`src/rtl/uart_tx_buffered_pkg.sv`:
```
// Shared constants, FSM encodings and helpers for the buffered UART transmitter.
package uart_tx_buffered_pkg;

    localparam int          UART_FRAME_BITS = 10;
    localparam int          UART_DATA_BITS  = 8;
    localparam logic [31:0] UART_MIN_DIV    = 32'd2;

    localparam logic [1:0] ST_IDLE  = 2'd0;
    localparam logic [1:0] ST_START = 2'd1;
    localparam logic [1:0] ST_DATA  = 2'd2;
    localparam logic [1:0] ST_STOP  = 2'd3;

    // Divider values below the minimum would make a bit shorter than the FSM can track.
    function automatic logic [31:0] eff_period(input logic [31:0] div);
        return (div < UART_MIN_DIV) ? UART_MIN_DIV : div;
    endfunction

endpackage

```
`src/rtl/uart_tx_buffered_fifo.sv`:
```
// Synchronous TX byte FIFO; extra pointer bit distinguishes full from empty.
module uart_tx_fifo #(
    parameter int DEPTH = 8,
    parameter int WIDTH = 8
) (
    input  logic                     clk,
    input  logic                     reset,
    input  logic                     push_i,
    input  logic [WIDTH-1:0]         din_i,
    input  logic                     pop_i,
    output logic                     full_o,
    output logic                     empty_o,
    output logic [$clog2(DEPTH):0]   level_o,
    output logic [WIDTH-1:0]         dout_o
);

    localparam int AW = $clog2(DEPTH);

    logic [WIDTH-1:0] mem_q [DEPTH];
    logic [AW:0]      wr_ptr_q, wr_ptr_d;
    logic [AW:0]      rd_ptr_q, rd_ptr_d;
    logic             do_push;
    logic             do_pop;

    assign full_o  = (wr_ptr_q[AW] != rd_ptr_q[AW]) && (wr_ptr_q[AW-1:0] == rd_ptr_q[AW-1:0]);
    assign empty_o = (wr_ptr_q == rd_ptr_q);
    assign level_o = wr_ptr_q - rd_ptr_q;
    assign dout_o  = mem_q[rd_ptr_q[AW-1:0]];

    // Full is judged on the registered pointers, so a pop cannot free a slot for the same edge.
    assign do_push = push_i & ~full_o;
    assign do_pop  = pop_i & ~empty_o;

    always_comb begin
        wr_ptr_d = wr_ptr_q;
        rd_ptr_d = rd_ptr_q;
        if (do_push) begin
            wr_ptr_d = wr_ptr_q + 1'b1;
        end
        if (do_pop) begin
            rd_ptr_d = rd_ptr_q + 1'b1;
        end
    end

    always_ff @(posedge clk or posedge reset) begin
        if (reset) begin
            wr_ptr_q <= '0;
            rd_ptr_q <= '0;
        end else begin
            wr_ptr_q <= wr_ptr_d;
            rd_ptr_q <= rd_ptr_d;
        end
    end

    always_ff @(posedge clk) begin
        if (do_push) begin
            mem_q[wr_ptr_q[AW-1:0]] <= din_i;
        end
    end

endmodule

```
`src/rtl/uart_tx_buffered.sv`:
```
// Buffered 8N1 UART transmitter: divider register, TX FIFO and bit-serialising FSM.
module uart_tx_buffered
    import uart_tx_buffered_pkg::*;
#(
    parameter logic [31:0] DEFAULT_DIV = 32'd106,
    parameter int          FIFO_DEPTH  = 8
) (
    input  logic                         clk,
    input  logic                         reset,
    input  logic [3:0]                   reg_div_we,
    input  logic [31:0]                  reg_div_di,
    output logic [31:0]                  reg_div_do,
    input  logic                         reg_dat_we,
    input  logic [31:0]                  reg_dat_di,
    output logic                         reg_dat_wait,
    output logic                         tx_busy,
    output logic [$clog2(FIFO_DEPTH):0]  fifo_level,
    output logic                         ser_tx
);

    logic [31:0] div_q, div_d;
    logic [1:0]  state_q, state_d;
    logic [31:0] baud_q, baud_d;
    logic [2:0]  bit_q, bit_d;
    logic [7:0]  shift_q, shift_d;
    logic [31:0] period_q, period_d;
    logic        ser_q, ser_d;

    logic        fifo_full;
    logic        fifo_empty;
    logic        fifo_pop;
    logic [7:0]  fifo_dout;
    logic        bit_end;
    logic        unused_dat_hi;

    assign unused_dat_hi = ^reg_dat_di[31:8];

    generate
        for (genvar gi = 0; gi < 4; gi++) begin : g_div_lane
            assign div_d[gi*8 +: 8] = reg_div_we[gi] ? reg_div_di[gi*8 +: 8] : div_q[gi*8 +: 8];
        end
    endgenerate

    always_ff @(posedge clk or posedge reset) begin
        if (reset) begin
            div_q <= DEFAULT_DIV;
        end else begin
            div_q <= div_d;
        end
    end

    assign reg_div_do = div_q;

    uart_tx_fifo #(
        .DEPTH (FIFO_DEPTH),
        .WIDTH (8)
    ) u_fifo (
        .clk     (clk),
        .reset   (reset),
        .push_i  (reg_dat_we),
        .din_i   (reg_dat_di[7:0]),
        .pop_i   (fifo_pop),
        .full_o  (fifo_full),
        .empty_o (fifo_empty),
        .level_o (fifo_level),
        .dout_o  (fifo_dout)
    );

    assign reg_dat_wait = reg_dat_we & fifo_full;
    assign bit_end      = (baud_q == period_q - 32'd1);

    always_comb begin
        state_d  = state_q;
        baud_d   = baud_q + 32'd1;
        bit_d    = bit_q;
        shift_d  = shift_q;
        period_d = period_q;
        fifo_pop = 1'b0;
        case (state_q)
            ST_IDLE: begin
                baud_d = '0;
                if (!fifo_empty) begin
                    fifo_pop = 1'b1;
                    shift_d  = fifo_dout;
                    period_d = eff_period(div_q);
                    bit_d    = '0;
                    state_d  = ST_START;
                end
            end
            ST_START: begin
                if (bit_end) begin
                    baud_d  = '0;
                    bit_d   = '0;
                    state_d = ST_DATA;
                end
            end
            ST_DATA: begin
                if (bit_end) begin
                    baud_d  = '0;
                    shift_d = shift_q >> 1;
                    if (bit_q == 3'(UART_DATA_BITS - 1)) begin
                        state_d = ST_STOP;
                    end else begin
                        bit_d = bit_q + 3'd1;
                    end
                end
            end
            default: begin
                // Chain straight into the next start bit so queued bytes leave without an idle gap.
                if (bit_end) begin
                    baud_d = '0;
                    if (!fifo_empty) begin
                        fifo_pop = 1'b1;
                        shift_d  = fifo_dout;
                        period_d = eff_period(div_q);
                        bit_d    = '0;
                        state_d  = ST_START;
                    end else begin
                        state_d = ST_IDLE;
                    end
                end
            end
        endcase
    end

    always_comb begin
        case (state_q)
            ST_START: ser_d = 1'b0;
            ST_DATA:  ser_d = shift_q[0];
            default:  ser_d = 1'b1;
        endcase
    end

    // The line is driven from a flop so it never glitches; it trails the FSM by one cycle.
    always_ff @(posedge clk or posedge reset) begin
        if (reset) begin
            state_q  <= ST_IDLE;
            baud_q   <= '0;
            bit_q    <= '0;
            shift_q  <= '0;
            period_q <= eff_period(DEFAULT_DIV);
            ser_q    <= 1'b1;
        end else begin
            state_q  <= state_d;
            baud_q   <= baud_d;
            bit_q    <= bit_d;
            shift_q  <= shift_d;
            period_q <= period_d;
            ser_q    <= ser_d;
        end
    end

    assign ser_tx  = ser_q;
    assign tx_busy = (fifo_level != '0) | (state_q != ST_IDLE);

endmodule
```
`config.mk`:
```
export PLATFORM = sky130hd
export DESIGN_NAME = uart_tx_buffered
export DESIGN_NICKNAME = d
export VERILOG_FILES = /design/src/rtl/uart_tx_buffered_pkg.sv /design/src/rtl/uart_tx_buffered_fifo.sv /design/src/rtl/uart_tx_buffered.sv
export SDC_FILE = /design/constraint.sdc
export NUM_CORES = 1
export LEC_CHECK = 0
export ABC_AREA = 1
export ABC_CLOCK_PERIOD_IN_PS = 5900
export BUFFER_PORTS_ARGS = -buffer_cell sky130_fd_sc_hd__buf_4
export CAP_MARGIN = 20
export CORE_MARGIN = 3
export CORE_UTILIZATION = 45
export CTS_CLUSTER_DIAMETER = 40
export DETAILED_ROUTE_END_ITERATION = 10
export PLACE_DENSITY_LB_ADDON = 0.15
export SLEW_MARGIN = 30
export SYNTH_ARGS = -nofsm -noshare
export SYNTH_HDL_FRONTEND = slang
export SYNTH_SLANG_ARGS = --single-unit
```
`constraint.sdc`:
```
create_clock -name clk -period 5.9 [get_ports clk]
set_input_delay 1.18 -clock clk [delete_from_list [all_inputs] [get_ports clk]]
set_output_delay 1.18 -clock clk [all_outputs]
set_load 0.02 [all_outputs]
```
==> flow_summary.json, run 1 <==
{
  "multi_input_area_sq_um": 3905,
  "fmax_mhz": 257.1,
  "clk_path_buf_depth": 2,
  "maxSlewHeadroom": 0.3879,
  "ys_warn_count": 0,
  "yosys.area_share.simple": 0.2389,
  "wl_per_cell_um": 15.07,
  "timing_worst_slew_pin_value_ps": 914.8,
  "clock-sinks": 182,
  "grt_max_degree": 76,
  "reg2reg_from": "period_q[0]",
  "timing.final.crit_period_ps": 3889,
  "ir_drop_mv": 0.2449,
  "dr.pass1.iters": 5,
  "synth_area_sq_um": 9363,
  "synth-adder-area-share": 0.01951,
  "drtIter0Drc": 368,
  "synth_mux_area_frac": 0.002405,
  "p_leak_nw": 4.680,
  "grt_pass1_wl_um": 34730,
  "synth_compound_area_frac": 0.09261,
  "core_sq_um": 20360,
  "synth_fp_nets": 1145,
  "cellPowerDensity_nw_per_um2": 291.1,
  "synth_seq_cells": 182,
  "cts_max_level": 4,
  "path_max_fanout": 13,
  "synthArstFlopShare": 0.6484,
  "hold_viol": 0,
  "grt_setup_unrepaired": "no",
  "wl_um": 21420,
  "numCtsBuffers": 17,
  "dieArea_sq_um": 22570,
  "pre_cts_slack_ps": 2224,
  "cp-start-kind": "flip-flop",
  "p_switching_w": 0.0009577,
  "hold_start": "shift_q[7]",
  "holdPathEnd": "shift_q[7]",
  "die_h_um": 150.2,
  "arrival_ps": 2710,
  "cts_root_buf": "clkbuf_16",
  "nFillCells": 1888,
  "fin_crit_sh": 0.6592,
  "reg2reg_to": "period_q[2]",
  "postCtsHoldBufs": 0,
  "p_int_w": 0.002195,
  "skew_ps": 13.88,
  "die_width_um": 150.2,
  "place.gp.congestion": 0.8746,
  "hp-class": "flip-flop to flip-flop",
  "fp-row-count": 52,
  "clkLatencyLatePin_ps": 440,
  "syn2layout_area_growth_pct": 15.69,
  "path_clk_slew_ps": 70,
  "grtUsageTotal": 0.1958,
  "cts_setup_buffers": 0,
  "antennaDiodeCount": 0,
  "vias": 7100,
  "initial_core_util": 0.4598,
  "reg2reg_slack_ps": 2230,
  "fin_ws_ps": 2011,
  "setup_tns_ps": 0,
  "finalPower_w": 0.003153,
  "antenna_found_initial": 0,
  "status": "completed",
  "io_buffers": 85,
  "combPwrFrac": 0.150,
  "ys_types": 40,
  "cts.repair.resized": 0,
  "num-nets-final": 1223,
  "drive_gt1_frac": 0.1764,
  "seqPwrFrac": 0.473,
  "drc": 0,
  "setup_viol": 0,
  "grt_overflow": 0,
  "hold-path-cell-count": 2,
  "ys.flop_type": "dfrtp_1",
  "worstSetupPathType": "flip-flop to primary output",
  "ant_nets": 0,
  "dpl_cell_area_sq_um": 10200,
  "via_per_inst": 4.996,
  "synth.avg_cell_area_sq_um": 8.833,
  "ff2ff_path_depth": 15,
  "synth_edf_count": 64,
  "grt_pass1_vias": 6894,
  "cp.required_ps": 4720,
  "syn_inst": 1060,
  "synth-xor-area-share": 0.06361,
  "layout_common_cells": "224 x nand2_1, 163 x nor2_1, 109 x dfrtp_1",
  "swShare": 0.3038,
  "boundaryPins": 110,
  "synth_top_family_by_area": "simple AND/OR/NAND/NOR gates",
  "hpwl_um": 15910,
  "cp-end-kind": "primary output",
  "ys_seq_area_frac": 0.5218,
  "clkPwrFrac": 0.377,
  "final_common_cell": "nand2_1",
  "cap_viol_max_count": 0,
  "cts_tree": "done",
  "design_area_sq_um": 10830,
  "regArea_sq_um": 4886,
  "drv_slew": 0
}
[registers in the layout, indices dropped and copies added (netlist names)]
signal and count:
u_fifo.rd_ptr_q 4, u_fifo.wr_ptr_q 4, period_q 32, u_fifo.mem_q 64, reg_div_do 32, baud_q 32
ser_tx 1, state_q 2, shift_q 8, bit_q 3
[worst max path at each step]
stage,start,end,slack (ps),cells past startpoint
2_1_floorplan,reset,baud_q[0],1610,1
3_3_place_gp,period_q[0],period_q[0],2230,15
3_5_place_dp,period_q[0],period_q[2],2220,15
4_1_cts,u_fifo.rd_ptr_q[2],tx_busy,1940,8
5_1_grt,u_fifo.rd_ptr_q[2],tx_busy,1770,8
6_report,u_fifo.rd_ptr_q[2],tx_busy,2010,8
[power by group through the flow]
stage	Clock (W)	Combinational [W]	Sequential [W]
floorplan	0	0.000282	0.00152
global placement	0	0.000475	0.00152
detailed placement	0	0.000480	0.00152
CTS	0.00121	0.000482	0.00149
global route	0.00126	0.000528	0.00150
finish	0.00119	0.000474	0.00149
[Yosys cell counts (all sizes together), types with 2 or more instances]
cell type / count / area [sq um]
a31oi: 9 / 56.30
nor3: 11 / 55.05
nand3b: 2 / 15.01
xor2: 40 / 350.3
nor2: 173 / 684.4
buf: 11 / 95.09
nor4: 14 / 93.84
o22ai: 15 / 93.84
inv: 105 / 394.1
nand3: 34 / 180.2
dfstp: 9 / 236.5
o21ai: 109 / 665.6
clkbuf: 18 / 67.56
ha: 13 / 162.7
or2: 5 / 31.28
a21oi: 4 / 20.02
clkinv: 4 / 15.01
nand4: 29 / 181.4
edfxtp: 64 / 1922
dfrtp: 109 / 2728
xnor2: 28 / 245.2
mux2: 2 / 22.52
nand2: 246 / 988.4
[routing by layer]
layer	part of all wire	up-vias	wire [um]	global-route usage
met5	0	-	0	0
met4	0.019	0	399	0.05764
met3	0.035	29	751	0.03462
met2	0.48	116	10390	0.3278
met1	0.46	3326	9885	0.2621
li1	-	3629	-	-
[critical path, stage by stage (launching register included)]
cell and delay [ps]:
dfrtp_1 620, clkinv_1 370, ha_1 470, inv_1 70, o31ai_1 280, xnor2_1 130
nor2_1 100, nand4_1 80, buf_4 170
[stage by stage]
stage | utilization | instances | hold WS, ps
6_report | 0.5319 | 1421 | 482.0
2_1_floorplan | - | 1060 | 441.7
5_1_grt | 0.5319 | 1421 | 496.4
4_1_cts | 0.5318 | 1421 | 481.1
3_3_place_gp | 0.5009 | 1389 | 459.6
3_5_place_dp | 0.5009 | 1389 | 465.1
[cell type report]
type	count	area share
Inverter	109	0.03824
Clock inverter	15	0.01871
Timing Repair Buffer	88	0.06099
Tap cell	270	0.03119
Clock buffer	17	0.03927
Multi-Input combinational cell	740	0.3605
Sequential cell	182	0.4511
[cell families after synthesis]
logic type                 after synthesis
buffers and inverters                  138
and+or+nand+nor                        515
xor gates and xnor gates                68
DFF                                    182
muxes                                    2
AOI/OAI and AO/OA                      141
adders and majority gates               14
(Power assumes the default switching activity.)
==> run 2: changes to the inputs <==
ABC_CLOCK_PERIOD_IN_PS = 3900   (was 5900)
clock period = 3.9 ns   (was 5.9 ns; I/O delays follow)
==> run 2 against run 1 <==
Net effect:
- global-route usage is 0.42 points higher
- cell area is 0.29% higher
- highest routed layer unchanged
- sequential cell count stayed put
- routed wire length is 1.2% higher
- clock power is 49% higher
- worst setup slack worse by 1600 ps
- hold slack worse by 3.0 ps
==> flow_summary.json, run 2 (synthesis gave the netlist of run 1 again) <==
{
  "status": "completed",
  "ant_nets": 0,
  "clk_path_buf_depth": 2,
  "multi_input_area_sq_um": 3905,
  "skew_ps": 15.85,
  "dp.cells": 1393,
  "cap_viol_max_count": 0,
  "grtUsageTotal": 0.2000,
  "timing_worst_slew_pin_value_ps": 890.1,
  "fp-row-count": 52,
  "dr.pass1.iters": 5,
  "cellPowerDensity_nw_per_um2": 436.9,
  "slowest_stage": "dfrtp_1",
  "nFillCells": 1887,
  "arrival_ps": 2730,
  "crit_chain": "clkinv_1 -> ha_1 -> inv_1 -> o31ai_1 -> xnor2_1 -> nor2_1 -> nand4_1 -> buf_4",
  "layout_common_cells": "224 x nand2_1, 163 x nor2_1, 109 x dfrtp_1",
  "wl_um": 21670,
  "path_max_fanout": 13,
  "die_h_um": 150.2,
  "clock-sinks": 182,
  "cts_tree": "done",
  "setup_tns_ps": 0,
  "hold_viol": 0,
  "dieArea_sq_um": 22570,
  "drive_gt1_frac": 0.1784,
  "regArea_sq_um": 4886,
  "p_leak_nw": 4.693,
  "drv_slew": 0,
  "place.gp.congestion": 0.8573,
  "fmax_mhz": 285.2,
  "via_per_inst": 5.022,
  "core_sq_um": 20360,
  "ff2ff_path_depth": 10,
  "drtIter0Drc": 359,
  "wl_per_cell_um": 15.21,
  "ir_drop_mv": 0.4287,
  "maxSlewHeadroom": 0.4029,
  "postCtsHoldBufs": 0,
  "grt_pass1_wl_um": 35500,
  "vias": 7157,
  "setup_viol": 0,
  "final_common_cell": "nand2_1",
  "cp.required_ps": 3120,
  "hp-class": "primary input to async pin",
  "hpwl_um": 16110,
  "cp-start-kind": "flip-flop",
  "boundaryPins": 110,
  "num-nets-final": 1227,
  "grt_max_degree": 65,
  "syn2layout_area_growth_pct": 16.02,
  "grt_setup_unrepaired": "no",
  "cts_setup_buffers": 0,
  "io_buffers": 85,
  "max_stage_delay_ps": 640,
  "cts_max_level": 4,
  "timing.final.crit_period_ps": 3507,
  "worstSetupPathType": "flip-flop to primary output",
  "cp-end-kind": "primary output",
  "path_clk_slew_ps": 70,
  "grt_pass1_vias": 6985,
  "largest_reg_flops": 64,
  "clkLatencyLatePin_ps": 430,
  "fin_cells": 1425,
  "numCtsBuffers": 17,
  "die_width_um": 150.2,
  "antennaDiodeCount": 0,
  "grt_overflow": 0,
  "cts.repair.resized": 0,
  "fin_crit_sh": 0.8992,
  "initial_core_util": 0.4598,
  "drc": 0,
  "antenna_found_initial": 0,
  "cts_root_buf": "clkbuf_16"
}
## run 2: through the flow
stage / power, W / worst slack [ps] / util / hold WS (ps) / area, sq um
after detailed placement: 0.003027 / 718.3 / 0.5030 / 465.3 / 10240
after global placement: 0.003019 / 743.2 / 0.5030 / 457.6 / 10240
final: 0.004746 / 393.1 / 0.5334 / 479.0 / 10860
after CTS: 0.004802 / 353.2 / 0.5334 / 484.6 / 10860
after floorplan: 0.002730 / 5.776 / - / 441.7 / 9363
after global routing: 0.004971 / 214.9 / 0.5334 / 507.6 / 10860
## run 2: area by class of cell
class | instances | area share
Sequential cell | 182 | 0.4498
Multi-Input combinational cell | 740 | 0.3595
Timing Repair Buffer | 92 | 0.06473
Clock buffer | 17 | 0.03916
Inverter | 109 | 0.03789
Tap cell | 270 | 0.03110
Clock inverter | 15 | 0.01785
## run 2: per-layer routing
layer	track usage	routed length [um]	up-vias
li1	-	-	3642
met2	0.3375	10610	105
met5	0	0	-
met1	0.2720	10290	3384
met3	0.02559	490	26
met4	0.05855	281	0
## run 2: power breakdown
| group | total [W] | internal (W) | switching, W | leakage (nW) |
|---|---|---|---|---|
| sequential | 0.00226 | 0.00216 | 0.000100 | 2.02 |
| combinational | 0.000724 | 0.000277 | 0.000447 | 2.38 |
| clock | 0.00177 | 0.000932 | 0.000835 | 0.300 |
## run 2: worst paths after layout
check	startpoint	endpoint	slack, ps
max	u_fifo.rd_ptr_q[2]	tx_busy	390
min	reset	state_q[1]	480
max reg2reg	u_fifo.rd_ptr_q[2]	period_q[6]	670
min reg2reg	shift_q[3]	shift_q[3]	480
max in group asynchronous	reset	reg_div_do[5]	2550
min in group clk	shift_q[3]	shift_q[3]	480
## run 2: worst max-delay path: cells and delay by family (launching register included)
kind | cells | cell delay (ps)
flops | 1 | 640
buf+inv | 3 | 610
fa+ha+maj | 1 | 460
compound gates | 1 | 280
simple gates | 2 | 180
xor+xnor | 1 | 130
